### src/rtl/omsp_spm_cmd_sequencer.sv
// ----------------------------------------------------------------------------
// omsp_spm_cmd_sequencer
//   Sequences SM management commands (protect / unprotect / verify) from the
//   execution unit into the SPM array control.  Issues the single-cycle
//   update/verify strobes, samples the returned violation and, after a
//   successful protect, streams the freshly derived key words into the new SM.
//
// Ports
//   mclk, puc_rst                    clock, synchronous active-high reset
//   cmd_valid, cmd_op, cmd_ready     command handshake (op: 00 prot, 01 unprot,
//                                    10 verify, 11 illegal)
//   violation_in                     violation from the SPM array control
//   key_word_valid, key_word,
//   key_word_ready                   key-derivation beat handshake
//   update_spm, enable_spm,
//   verify_spm                       strobes to the SPM array control
//   write_key, key_in, key_idx       key word write port into the SM
//   busy, done, status               progress/result back to the exec unit
//
// state | meaning
// ------+---------------------------------------------------------------
// IDLE  | waiting for a command, cmd_ready high
// ISSUE | one-cycle update/verify strobe for the latched op
// CHECK | sample violation_in from the SPM array control
// KEY   | accept key words from the key-derivation unit, watch timeout
// DONE  | one-cycle done pulse, status valid
// ----------------------------------------------------------------------------
module omsp_spm_cmd_sequencer #(
  parameter int KEY_WORDS    = 4,
  parameter int KEY_IDX_SIZE = 2,
  parameter int TIMEOUT      = 255
) (
  input  logic                    mclk,
  input  logic                    puc_rst,
  input  logic                    cmd_valid,
  input  logic [1:0]              cmd_op,
  output logic                    cmd_ready,
  input  logic                    violation_in,
  input  logic                    key_word_valid,
  input  logic [15:0]             key_word,
  output logic                    key_word_ready,
  output logic                    update_spm,
  output logic                    enable_spm,
  output logic                    verify_spm,
  output logic                    write_key,
  output logic [15:0]             key_in,
  output logic [KEY_IDX_SIZE-1:0] key_idx,
  output logic                    busy,
  output logic                    done,
  output logic [1:0]              status
);

  localparam int TO_W = $clog2(TIMEOUT + 1);
  localparam logic [KEY_IDX_SIZE-1:0] LAST_IDX = KEY_IDX_SIZE'(KEY_WORDS - 1);
  localparam logic [TO_W-1:0]         TO_MAX   = TO_W'(TIMEOUT);
  localparam logic [TO_W-1:0]         TO_LAST  = TO_W'(TIMEOUT - 1);

  localparam logic [1:0] OP_PROTECT   = 2'b00;
  localparam logic [1:0] OP_UNPROTECT = 2'b01;
  localparam logic [1:0] OP_VERIFY    = 2'b10;
  localparam logic [1:0] OP_ILLEGAL   = 2'b11;

  localparam logic [1:0] ST_OK        = 2'b00;
  localparam logic [1:0] ST_VIOLATION = 2'b01;
  localparam logic [1:0] ST_TIMEOUT   = 2'b10;
  localparam logic [1:0] ST_ILLEGAL   = 2'b11;

  typedef enum logic [2:0] {
    S_IDLE  = 3'd0,
    S_ISSUE = 3'd1,
    S_CHECK = 3'd2,
    S_KEY   = 3'd3,
    S_DONE  = 3'd4
  } state_t;

  state_t                  state, state_nxt;
  logic [1:0]              op_q, op_nxt;
  logic [1:0]              status_q, status_nxt;
  logic [KEY_IDX_SIZE-1:0] word_cnt, word_cnt_nxt;
  logic [TO_W-1:0]         to_cnt, to_cnt_nxt;

  always_ff @(posedge mclk) begin
    if (puc_rst) begin
      state    <= S_IDLE;
      op_q     <= OP_PROTECT;
      status_q <= ST_OK;
      word_cnt <= '0;
      to_cnt   <= '0;
    end else begin
      state    <= state_nxt;
      op_q     <= op_nxt;
      status_q <= status_nxt;
      word_cnt <= word_cnt_nxt;
      to_cnt   <= to_cnt_nxt;
    end
  end

  always_comb begin
    state_nxt      = state;
    op_nxt         = op_q;
    status_nxt     = status_q;
    word_cnt_nxt   = word_cnt;
    to_cnt_nxt     = to_cnt;
    cmd_ready      = 1'b0;
    key_word_ready = 1'b0;
    update_spm     = 1'b0;
    enable_spm     = 1'b0;
    verify_spm     = 1'b0;
    write_key      = 1'b0;
    key_in         = 16'h0000;
    key_idx        = '0;
    done           = 1'b0;

    case (state)
      S_IDLE: begin
        cmd_ready = 1'b1;
        if (cmd_valid) begin
          op_nxt = cmd_op;
          if (cmd_op == OP_ILLEGAL) begin
            state_nxt  = S_DONE;
            status_nxt = ST_ILLEGAL;
          end else begin
            state_nxt = S_ISSUE;
          end
        end
      end

      S_ISSUE: begin
        case (op_q)
          OP_PROTECT: begin
            update_spm = 1'b1;
            enable_spm = 1'b1;
            state_nxt  = S_CHECK;
          end
          OP_UNPROTECT: begin
            update_spm = 1'b1;
            state_nxt  = S_DONE;
            status_nxt = ST_OK;
          end
          OP_VERIFY: begin
            verify_spm = 1'b1;
            state_nxt  = S_CHECK;
          end
          default: begin
            state_nxt  = S_DONE;
            status_nxt = ST_ILLEGAL;
          end
        endcase
      end

      S_CHECK: begin
        if (violation_in) begin
          state_nxt  = S_DONE;
          status_nxt = ST_VIOLATION;
        end else if (op_q == OP_PROTECT) begin
          state_nxt    = S_KEY;
          word_cnt_nxt = '0;
          to_cnt_nxt   = '0;
        end else begin
          state_nxt  = S_DONE;
          status_nxt = ST_OK;
        end
      end

      S_KEY: begin
        key_word_ready = 1'b1;
        // A beat always wins over an expiring timeout in the same cycle.
        if (key_word_valid) begin
          write_key  = 1'b1;
          key_in     = key_word;
          key_idx    = word_cnt;
          to_cnt_nxt = '0;
          if (word_cnt == LAST_IDX) begin
            state_nxt  = S_DONE;
            status_nxt = ST_OK;
          end else if (word_cnt != '1) begin
            word_cnt_nxt = word_cnt + KEY_IDX_SIZE'(1);
          end
        end else begin
          if (to_cnt != TO_MAX) to_cnt_nxt = to_cnt + TO_W'(1);
          // This idle cycle brings the counter to TIMEOUT.
          if (to_cnt == TO_LAST) begin
            state_nxt  = S_DONE;
            status_nxt = ST_TIMEOUT;
          end
        end
      end

      S_DONE: begin
        done      = 1'b1;
        state_nxt = S_IDLE;
      end

      default: state_nxt = S_IDLE;
    endcase
  end

  assign busy   = (state != S_IDLE);
  assign status = status_q;

endmodule
### config.mk
export PLATFORM = sky130hd
export DESIGN_NAME = omsp_spm_cmd_sequencer
export DESIGN_NICKNAME = d
export VERILOG_FILES = /design/src/rtl/omsp_spm_cmd_sequencer.sv
export SDC_FILE = /design/constraint.sdc
export NUM_CORES = 1
export LEC_CHECK = 0
export BUFFER_PORTS_ARGS = -buffer_cell sky130_fd_sc_hd__buf_2
export CAP_MARGIN = 5
export CORE_MARGIN = 4
export CORE_UTILIZATION = 41
export DETAILED_ROUTE_END_ITERATION = 10
export PLACE_DENSITY = 0.7
export SLEW_MARGIN = 15
export SYNTH_ARGS = -nofsm -noshare
export SYNTH_HDL_FRONTEND = slang
export SYNTH_SLANG_ARGS = --single-unit
### constraint.sdc
create_clock -name mclk -period 4.81 [get_ports mclk]
set_clock_uncertainty 0.1 [all_clocks]
set_input_delay 0.2405 -clock mclk [delete_from_list [all_inputs] [get_ports mclk]]
set_output_delay 0.2405 -clock mclk [all_outputs]
set_load 0.05 [all_outputs]
==> impl_results.md, run 1 <==
- Routing usage on met2: 0.241
- Initial antenna violation count: 0
- DRT antenna net count: 0
- Cell taking the most area after synthesis: dfxtp_1
- Headroom to the max-slew limit: 0.618
- Global placement routability congestion: 0.875
- Worst endpoint required time: 4470 ps
- Core area: 2780 sq um
- Filler cells: 271
- Warnings from Yosys: 0
- Met3 usage: 0.0207
- DRC: 0
- HPWL Detailed: 2.27 mm
- Period utilization: 0.510
- DR vias: 1,190
- Post-cts resize count: 0
- Worst Reg-to-Reg Cells: 4
- Met1 Resource Use GR: 0.187
- Worst path arrival time: 2110 ps
- RSZ-0062 raised after global routing: no
- Die H: 62.1 um
- Number of I/O pins: 51
- Worst-Skew Late Latency: 290 ps
- Area Overhead vs Synth: 19.7%
- Multi-input logic area: 762 sq um
- Max Cap Viol: 0
- Final setup fails: 0
- Final Hold Viols: 0
- Final setup TNS: 0 ps
- Total Nets Final: 212
- Vias/cell: 5.51
- Slew Viols, Final: 0
- WL final: 2.88 mm
- Critical path capture point type: primary output
- Worst slew pin tran: 573 ps
- Post-synthesis sequential area ratio: 0.284
- CTS clk-pin slew, worst paths: 100 ps
- DR WL/cell: 13.4 um
- Starting density of the core: 0.431
- TritonCTS clock tree: yes
- FF/Latch Area: 340 sq um
- Synth Cell Area: 1200 sq um
- PortBufs: 50
- CTS buffer count: 3
- N_diodes: 0
- Leak: 0.658 nW
- Number of synthesized flops with an enable pin: 0
- Rows: 19
- Total global-route track usage: 0.143
- Status: finished, final reports clean
- Maximum clock path buffer count: 2
- Clk sinks: 17
- Pwr per Cell Area: 481 nW/um^2
- CTS root buf: clkbuf_4
- Post-Synthesis Cells: 142
- Post-synth top area share: 0.284
- Flops & latches, synth: 17
- Largest net degree at the start of global routing: 20
- Min Tclk post-route: 2450 ps
- GRT overflow: 0
- Post-layout total power: 0.000691 W
- Synth cell types: 46
- Mean post-synth cell area: 8.45 sq um
- Setup bufs post-CTS: 0
- Post-synth top cells: 20 x and2_1, 17 x dfxtp_1, 9 x nand2_1
- First-pass GRT wire length: 4.20 mm
- CP max FO: 19
- Post-synth top flop: dfxtp_1
- WS Path Type: flip-flop to primary output
- CTS H-Tree Depth: 1
- Min-Delay Path Class: primary input to flip-flop
- Fmax: 0.408 GHz
- Post-Syn Nets: 168
- Count leader, synth: and2_1
- CTS Hold Bufs: 0
- Die Wd: 62.1 um
- DR pass1 iterations: 4
- 1st-iter DRT viols: 28
- Share of post-route cells with drive strength above 1: 0.357
- GRT busiest layer: met2
- Vias in the first global route: 976
- Die ar.: 3860 sq um
- FFs w/ async S/R, synth: 0
- Hold path cells: 3
- Worst setup SP type: flip-flop
- Synth top area cells: dfxtp_1 28%, and2_1 10%, a211oi_1 3.8%
- Max VDD drop: 0.539 mV
[worst max-delay path, stage by stage (launching register included)]
cell and delay [ps]:
dfxtp_1 540, nor2b_2 360, and3_1 450, and2_1 190, buf_2 260
[area by class of cell]
cell class,count,area share
Inverter,5,0.0131
Sequential cell,17,0.237
Timing Repair Buffer,50,0.174
Tap cell,31,0.0270
Clock buffer,4,0.0183
Multi-Input combinational cell,109,0.530
[cells by family after synthesis]
kind of cell | after synthesis | synth area share
AOI/OAI and AO/OA | 38 | 0.244
buffers and inverters | 16 | 0.0813
muxes | 1 | 0.00938
adders and majority gates | 3 | 0.0313
DFF | 17 | 0.284
and+or+nand+nor | 67 | 0.350
[sequential cells by signal (all words and copies together) (netlist names)]
register  flops
to_cnt        8
state         3
word_cnt      2
status        2
op_q          2
[layout by cell type, fill, tap and decap left out, drive strengths merged, types with 4 or more instances in the layout]
| cell type | instances |
|---|---|
| buf | 50 |
| and2 | 21 |
| dfxtp | 17 |
| nand2 | 10 |
| a21oi | 8 |
| nor3 | 7 |
| o21ai | 7 |
| a211oi | 6 |
| inv | 5 |
| nor2 | 5 |
| nor2b | 5 |
| a31oi | 4 |
| nand3 | 4 |
| clkbuf | 4 |
[worst paths after layout]
| check | slack (ps) | endpoint | startpoint |
|---|---|---|---|
| hold / removal | 100 | op_q[0] | cmd_op[0] |
| setup reg to reg | 2850 | to_cnt[1] | state[1] |
| hold reg to reg | 360 | status[1] | status[1] |
| setup / recovery | 2360 | key_in[7] | state[1] |
[stage by stage]
step	worst slack, ps	hold WS [ps]	std cells	area (sq um)	util
6_report	2360	103	216	1440	0.516
5_1_grt	2180	103	216	1440	0.516
4_1_cts	2310	97.4	216	1440	0.516
3_5_place_dp	2640	350	212	1410	0.507
3_3_place_gp	2800	350	212	1410	0.507
2_1_floorplan	2490	288	142	1200	-
[power by group]
group	switching, W	internal, W
Sequential	0.0000490	0.000165
Combinational	0.000281	0.000119
Clock	0.0000444	0.0000322
Total	0.000374	0.000316
[routing by layer]
metal | vias up | part of all wire | wire length [um]
met1 | 525 | 0.42 | 1200
met3 | 2 | 0.12 | 359
met2 | 55 | 0.45 | 1310
met5 | - | 0 | 0
met4 | 0 | 0.0049 | 14
li1 | 608 | - | -
Note: power is estimated with default switching activity, not from simulation.
==> run 2: changes to the inputs <==
--- a/config.mk
+++ b/config.mk
@@ -5,12 +5,13 @@
 export SDC_FILE = /design/constraint.sdc
 export NUM_CORES = 1
 export LEC_CHECK = 0
+export ABC_AREA = 1
 export BUFFER_PORTS_ARGS = -buffer_cell sky130_fd_sc_hd__buf_2
 export CAP_MARGIN = 5
 export CORE_MARGIN = 4
 export CORE_UTILIZATION = 41
 export DETAILED_ROUTE_END_ITERATION = 10
-export PLACE_DENSITY = 0.7
+export PLACE_DENSITY = 0.69
 export SLEW_MARGIN = 15
 export SYNTH_ARGS = -nofsm -noshare
 export SYNTH_HDL_FRONTEND = slang
==> constraint.sdc (replaced) <==
create_clock -name mclk -period 2.56 [get_ports mclk]
set_clock_uncertainty 0.1 [all_clocks]
set_input_delay 0.128 -clock mclk [delete_from_list [all_inputs] [get_ports mclk]]
set_output_delay 0.128 -clock mclk [all_outputs]
set_load 0.05 [all_outputs]
==> impl_results.md, run 2 <==
- DR pass1 iterations: 4
- Number of synthesized flops with an enable pin: 0
- DRT antenna net count: 0
- Rows: 20
- Pwr per Cell Area: 709 nW/um^2
- Crit-path slowest cell: dfxtp_1
- CTS Hold Bufs: 1
- 1st-iter DRT viols: 55
- Most flops, register: to_cnt
- CTS buffer count: 3
- P_int: 0.000538 W
- Clk sinks: 17
- TritonCTS clock tree: yes
- Gate power share: 0.533
- Worst slew pin tran: 450 ps
- Post-Synthesis Cells: 220
- Setup bufs post-CTS: 0
- DRC: 0
- CTS clk-pin slew, worst paths: 110 ps
- CP delay by family, top: simple AND/OR/NAND/NOR gates
- Net Sw Power: 0.000596 W
- Die ar.: 4100 sq um
- Final Hold Viols: 0
- Non-Filler Instances: 313
- Die H: 64.1 um
- Number of I/O pins: 51
- CP max FO: 8
- Max Cap Viol: 0
- Worst path arrival time: 1820 ps
- HPWL Detailed: 2.63 mm
- Synth top area cells: dfxtp_1 26%, nand2_1 17%, nor2_1 15%
- Total global-route track usage: 0.171
- Finished Core Util: 0.528
- Period utilization: 0.799
- Leak: 0.805 nW
- Post-cts resize count: 0
- Post-layout total power: 0.00113 W
- Share of post-route cells with drive strength above 1: 0.245
- RSZ-0062 raised after global routing: no
- Fmax: 0.489 GHz
- Max VDD drop: 0.326 mV
- Die Wd: 64.1 um
- Sw frac: 0.526
- Total Nets Final: 296
- Vias in the first global route: 1,311
- Flop pwr share: 0.332
- Worst endpoint required time: 2330 ps
- Warnings from Yosys: 0
- Status: finished, final reports clean
- Post-Syn Nets: 246
- Largest register FFs: 8
- Worst-Skew Late Latency: 300 ps
- Placed insts: 308
- Post-synth top flop: dfxtp_1
- Max stage delay on crit path: 510 ps
- PortBufs: 50
- Mean post-synth cell area: 5.86 sq um
- Synth Cell Area: 1290 sq um
- Min-Delay Path Class: primary input to flip-flop
- WL final: 3.32 mm
- CTS root buf: clkbuf_4
- Synth cell types: 27
- Post-synth top cells: 60 x nand2_1, 52 x nor2_1, 23 x inv_1
- Min Tclk post-route: 2050 ps
- Cell taking the most area after synthesis: dfxtp_1
- Area Overhead vs Synth: 24.1%
- Flops & latches, synth: 17
- Worst setup SP type: flip-flop
- Global placement routability congestion: 0.895
- Headroom to the max-slew limit: 0.700
- Most common cell after layout, fill and taps aside: nand2_1
- Crit-path cells: inv_1 -> nor3_1 -> nand2_1 -> nor2_1 -> buf_2
- Most frequent cells in the layout: 60 x nand2_1, 52 x nor2_1, 50 x buf_2, 23 x inv_1, 17 x dfxtp_1
- Filler cells: 328
- Starting density of the core: 0.426
- Critical path capture point type: primary output
- Maximum clock path buffer count: 2
- N_diodes: 0
- Slew Viols, Final: 0
- Clock Power Share: 0.135
- Largest registers: to_cnt: 8 flops, state: 3 flops
- DR vias: 1,480
- DR WL/cell: 10.6 um
- Largest net degree at the start of global routing: 22
- Final setup fails: 0
- CTS H-Tree Depth: 1
- Count leader, synth: nand2_1
- Post-synthesis sequential area ratio: 0.264
- CP Buf/Inv Count: 2
- First-pass GRT wire length: 5.60 mm
- WS Path Type: flip-flop to primary output
- FFs w/ async S/R, synth: 0
- GRT overflow: 0
- Post-synth top area share: 0.264
- Initial antenna violation count: 0
- Core area: 3030 sq um
- Final setup TNS: 0 ps
- Vias/cell: 4.73
[run 2: power groups by stage]
| stage | logic (W) | clock network (W) | registers [W] |
|---|---|---|---|
| after floorplan | 0.000472 | 0 | 0.000392 |
| after global placement | 0.000603 | 0 | 0.000382 |
| after detailed placement | 0.000602 | 0 | 0.000382 |
| after CTS | 0.000605 | 0.000159 | 0.000377 |
| after global routing | 0.000665 | 0.000170 | 0.000387 |
| final | 0.000604 | 0.000153 | 0.000376 |
[run 2: kinds of logic after synthesis]
kind of cell               Yosys count  synth area share
AOI/OAI and AO/OA                   27             0.124
adders and majority gates            3            0.0291
buffers and inverters               31             0.101
DFF                                 17             0.264
and+or+nand+nor                    142             0.482
[run 2: area by class of cell]
type                       instances  area, sq um  share of cell area
clock buffer                       4         26.3              0.0164
inverter                          25         98.8              0.0618
multi-input combinational        172          818               0.512
sequential                        17          340               0.213
tap                               44         55.1              0.0344
timing repair buffer              51          260               0.163
[run 2: final timing paths]
check | startpoint | endpoint | slack [ps] | cells after the start
setup / recovery | state[0] | verify_spm | 510 | 5
hold / removal | cmd_op[0] | op_q[0] | 20 | 3
setup reg to reg | state[0] | status[1] | 880 | 7
hold reg to reg | status[0] | status[0] | 390 | 2
[run 2: worst min-delay path: cells and delay by family]
kind                   cells  cell delay [ps]
buffers and inverters      1               80
AOI/OAI and AO/OA          2              180
[run 2: metal layers]
| metal | vias up | global-route usage | wire, um |
|---|---|---|---|
| met1 | 625 | 0.241 | 1610 |
| met5 | - | 0 | 0 |
| met3 | 4 | 0.0264 | 275 |
| met2 | 66 | 0.258 | 1390 |
| met4 | 0 | 0.0647 | 41 |
| li1 | 785 | - | - |
[run 2: stage by stage]
stage | hold slack [ps] | area (sq um) | worst slack [ps]
4_1_cts | 21.7 | 1600 | 544
6_report | 21.4 | 1600 | 514
2_1_floorplan | 219 | 1290 | 495
3_3_place_gp | 328 | 1560 | 880
3_5_place_dp | 322 | 1560 | 893
5_1_grt | 22.3 | 1600 | 400
==> run 3: changes to the inputs <==
==> constraint.sdc (replaced) <==
create_clock -name mclk -period 2 [get_ports mclk]
set_clock_uncertainty 0.1 [all_clocks]
set_input_delay 0.1 -clock mclk [delete_from_list [all_inputs] [get_ports mclk]]
set_output_delay 0.1 -clock mclk [all_outputs]
set_load 0.05 [all_outputs]
==> impl_results.md, run 3 (same netlist as run 2, synthesis figures left out) <==
- CTS clk-pin slew, worst paths: 100 ps
- HPWL Detailed: 2.59 mm
- Clk sinks: 17
- Top layer in use: met4
- Worst-Skew Late Latency: 290 ps
- Global placement routability congestion: 0.856
- Die ar.: 4100 sq um
- Post-layout total power: 0.00146 W
- Pwr per Cell Area: 903 nW/um^2
- Min-Delay Path Class: primary input to flip-flop
- PortBufs: 50
- Critical path capture point type: primary output
- RSZ-0062 raised after global routing: no
- DR pass1 iterations: 5
- Slew Viols, Final: 0
- Net Sw Power: 0.000764 W
- Filler cells: 306
- Die Wd: 64.1 um
- Worst setup SP type: flip-flop
- Worst path arrival time: 1640 ps
- WL final: 3.25 mm
- CTS buffer count: 3
- Total global-route track usage: 0.168
- Core area: 3030 sq um
- Status: finished, final reports clean
- Final Hold Viols: 0
- Metal2 WL: 1.40 mm
- Most frequent cells in the layout: 60 x nand2_1, 52 x nor2_1, 50 x buf_2, 22 x inv_1, 16 x dfxtp_1
- Multi-input logic area: 818 sq um
- DRT antenna net count: 0
- TritonCTS clock tree: yes
- Largest net degree at the start of global routing: 22
- Area Overhead vs Synth: 25.2%
- Rows: 20
- DR WL/cell: 10.3 um
- First-pass GRT wire length: 5.60 mm
- Worst endpoint required time: 1800 ps
- Clock Power Share: 0.129
- Most flops, register: to_cnt
- Fmax: 0.544 GHz
- DRC: 0
- Final setup TNS: 0 ps
- Initial antenna violation count: 0
- Vias/cell: 4.76
- Met1 WL: 1.54 mm
- FF/Latch Area: 342 sq um
- Die H: 64.1 um
- Maximum clock path buffer count: 2
- Flop pwr share: 0.333
- Fin area: 1610 sq um
- Largest register FFs: 8
- Final setup fails: 0
- Hold Slack: 11.8 ps
- Sw frac: 0.524
- CP max FO: 8
- Max VDD drop: 0.366 mV
- P_int: 0.000694 W
- Starting density of the core: 0.426
- Largest registers: to_cnt: 8 flops, state: 3 flops
- Period utilization: 0.920
- Met3 WL: 236 um
- Dpl cell area: 1570 sq um
- N_diodes: 0
- Total Nets Final: 297
- Gate power share: 0.538
- Finished Core Util: 0.533
- Vias in the first global route: 1,349
- Most common cell after layout, fill and taps aside: nand2_1
- Worst slew pin tran: 480 ps
- 1st-iter DRT viols: 102
- Leak: 0.806 nW
- Setup bufs post-CTS: 0
- Max Cap Viol: 0
- GRT overflow: 0
- Min Tclk post-route: 1840 ps
- Share of post-route cells with drive strength above 1: 0.252
- WS Path Type: flip-flop to primary output
- DR vias: 1,495
- Headroom to the max-slew limit: 0.679
- Number of I/O pins: 51
- CTS H-Tree Depth: 1
- CTS root buf: clkbuf_4
==> run 3: per-layer routing <==
metal  global-route usage  vias up
met5                    0        -
met4               0.0647        0
met3               0.0246        7
met2                0.274       67
met1                0.222      630
li1                     -      791
==> run 3: path summary, 6_finish.rpt <==
kind                            depth (start not counted)  startpoint          to  slack [ps]
worst max-delay path                                    5    state[0]  verify_spm         160
worst min-delay path                                    3   cmd_op[1]     op_q[1]          10
worst max register to register                          8    state[2]   to_cnt[7]         300
worst min register to register                          2   status[0]   status[0]         380
==> run 3: power groups by stage <==
stage | Sequential [W] | Combinational, W | Clock (W)
floorplan | 0.000502 | 0.000613 | 0
global placement | 0.000488 | 0.000784 | 0
detailed placement | 0.000490 | 0.000785 | 0
CTS | 0.000482 | 0.000790 | 0.000194
global route | 0.000496 | 0.000878 | 0.000203
finish | 0.000485 | 0.000785 | 0.000188
==> run 3: timing repair <==
item / 4_1_cts / 5_1_grt
setup endpoints to repair: 0 / 3
hold buffers: 2 / 0
resized for setup: 0 / 1
endpoints found under the hold margin: 6 / 0
==> run 3: worst max-delay path, stage by stage (launching register included) <==
cell,delay (ps)
dfxtp_2,430
inv_1,150
nor3_1,250
nand2_1,150
nor2_1,100
buf_2,260
==> run 3: stage by stage <==
stage	instances	worst slack, ps
4_1_cts	314	19.4
3_3_place_gp	308	311
2_1_floorplan	220	30.9
3_5_place_dp	308	309
6_report	314	161
5_1_grt	314	4.25
==> run 3: layout make-up <==
cell class / instances / area share
clock buffers: 4 / 0.0163
inverters: 25 / 0.0636
multi-input cells: 172 / 0.507
flip-flops and latches: 17 / 0.212
well taps: 44 / 0.0341
repair buffers: 52 / 0.167
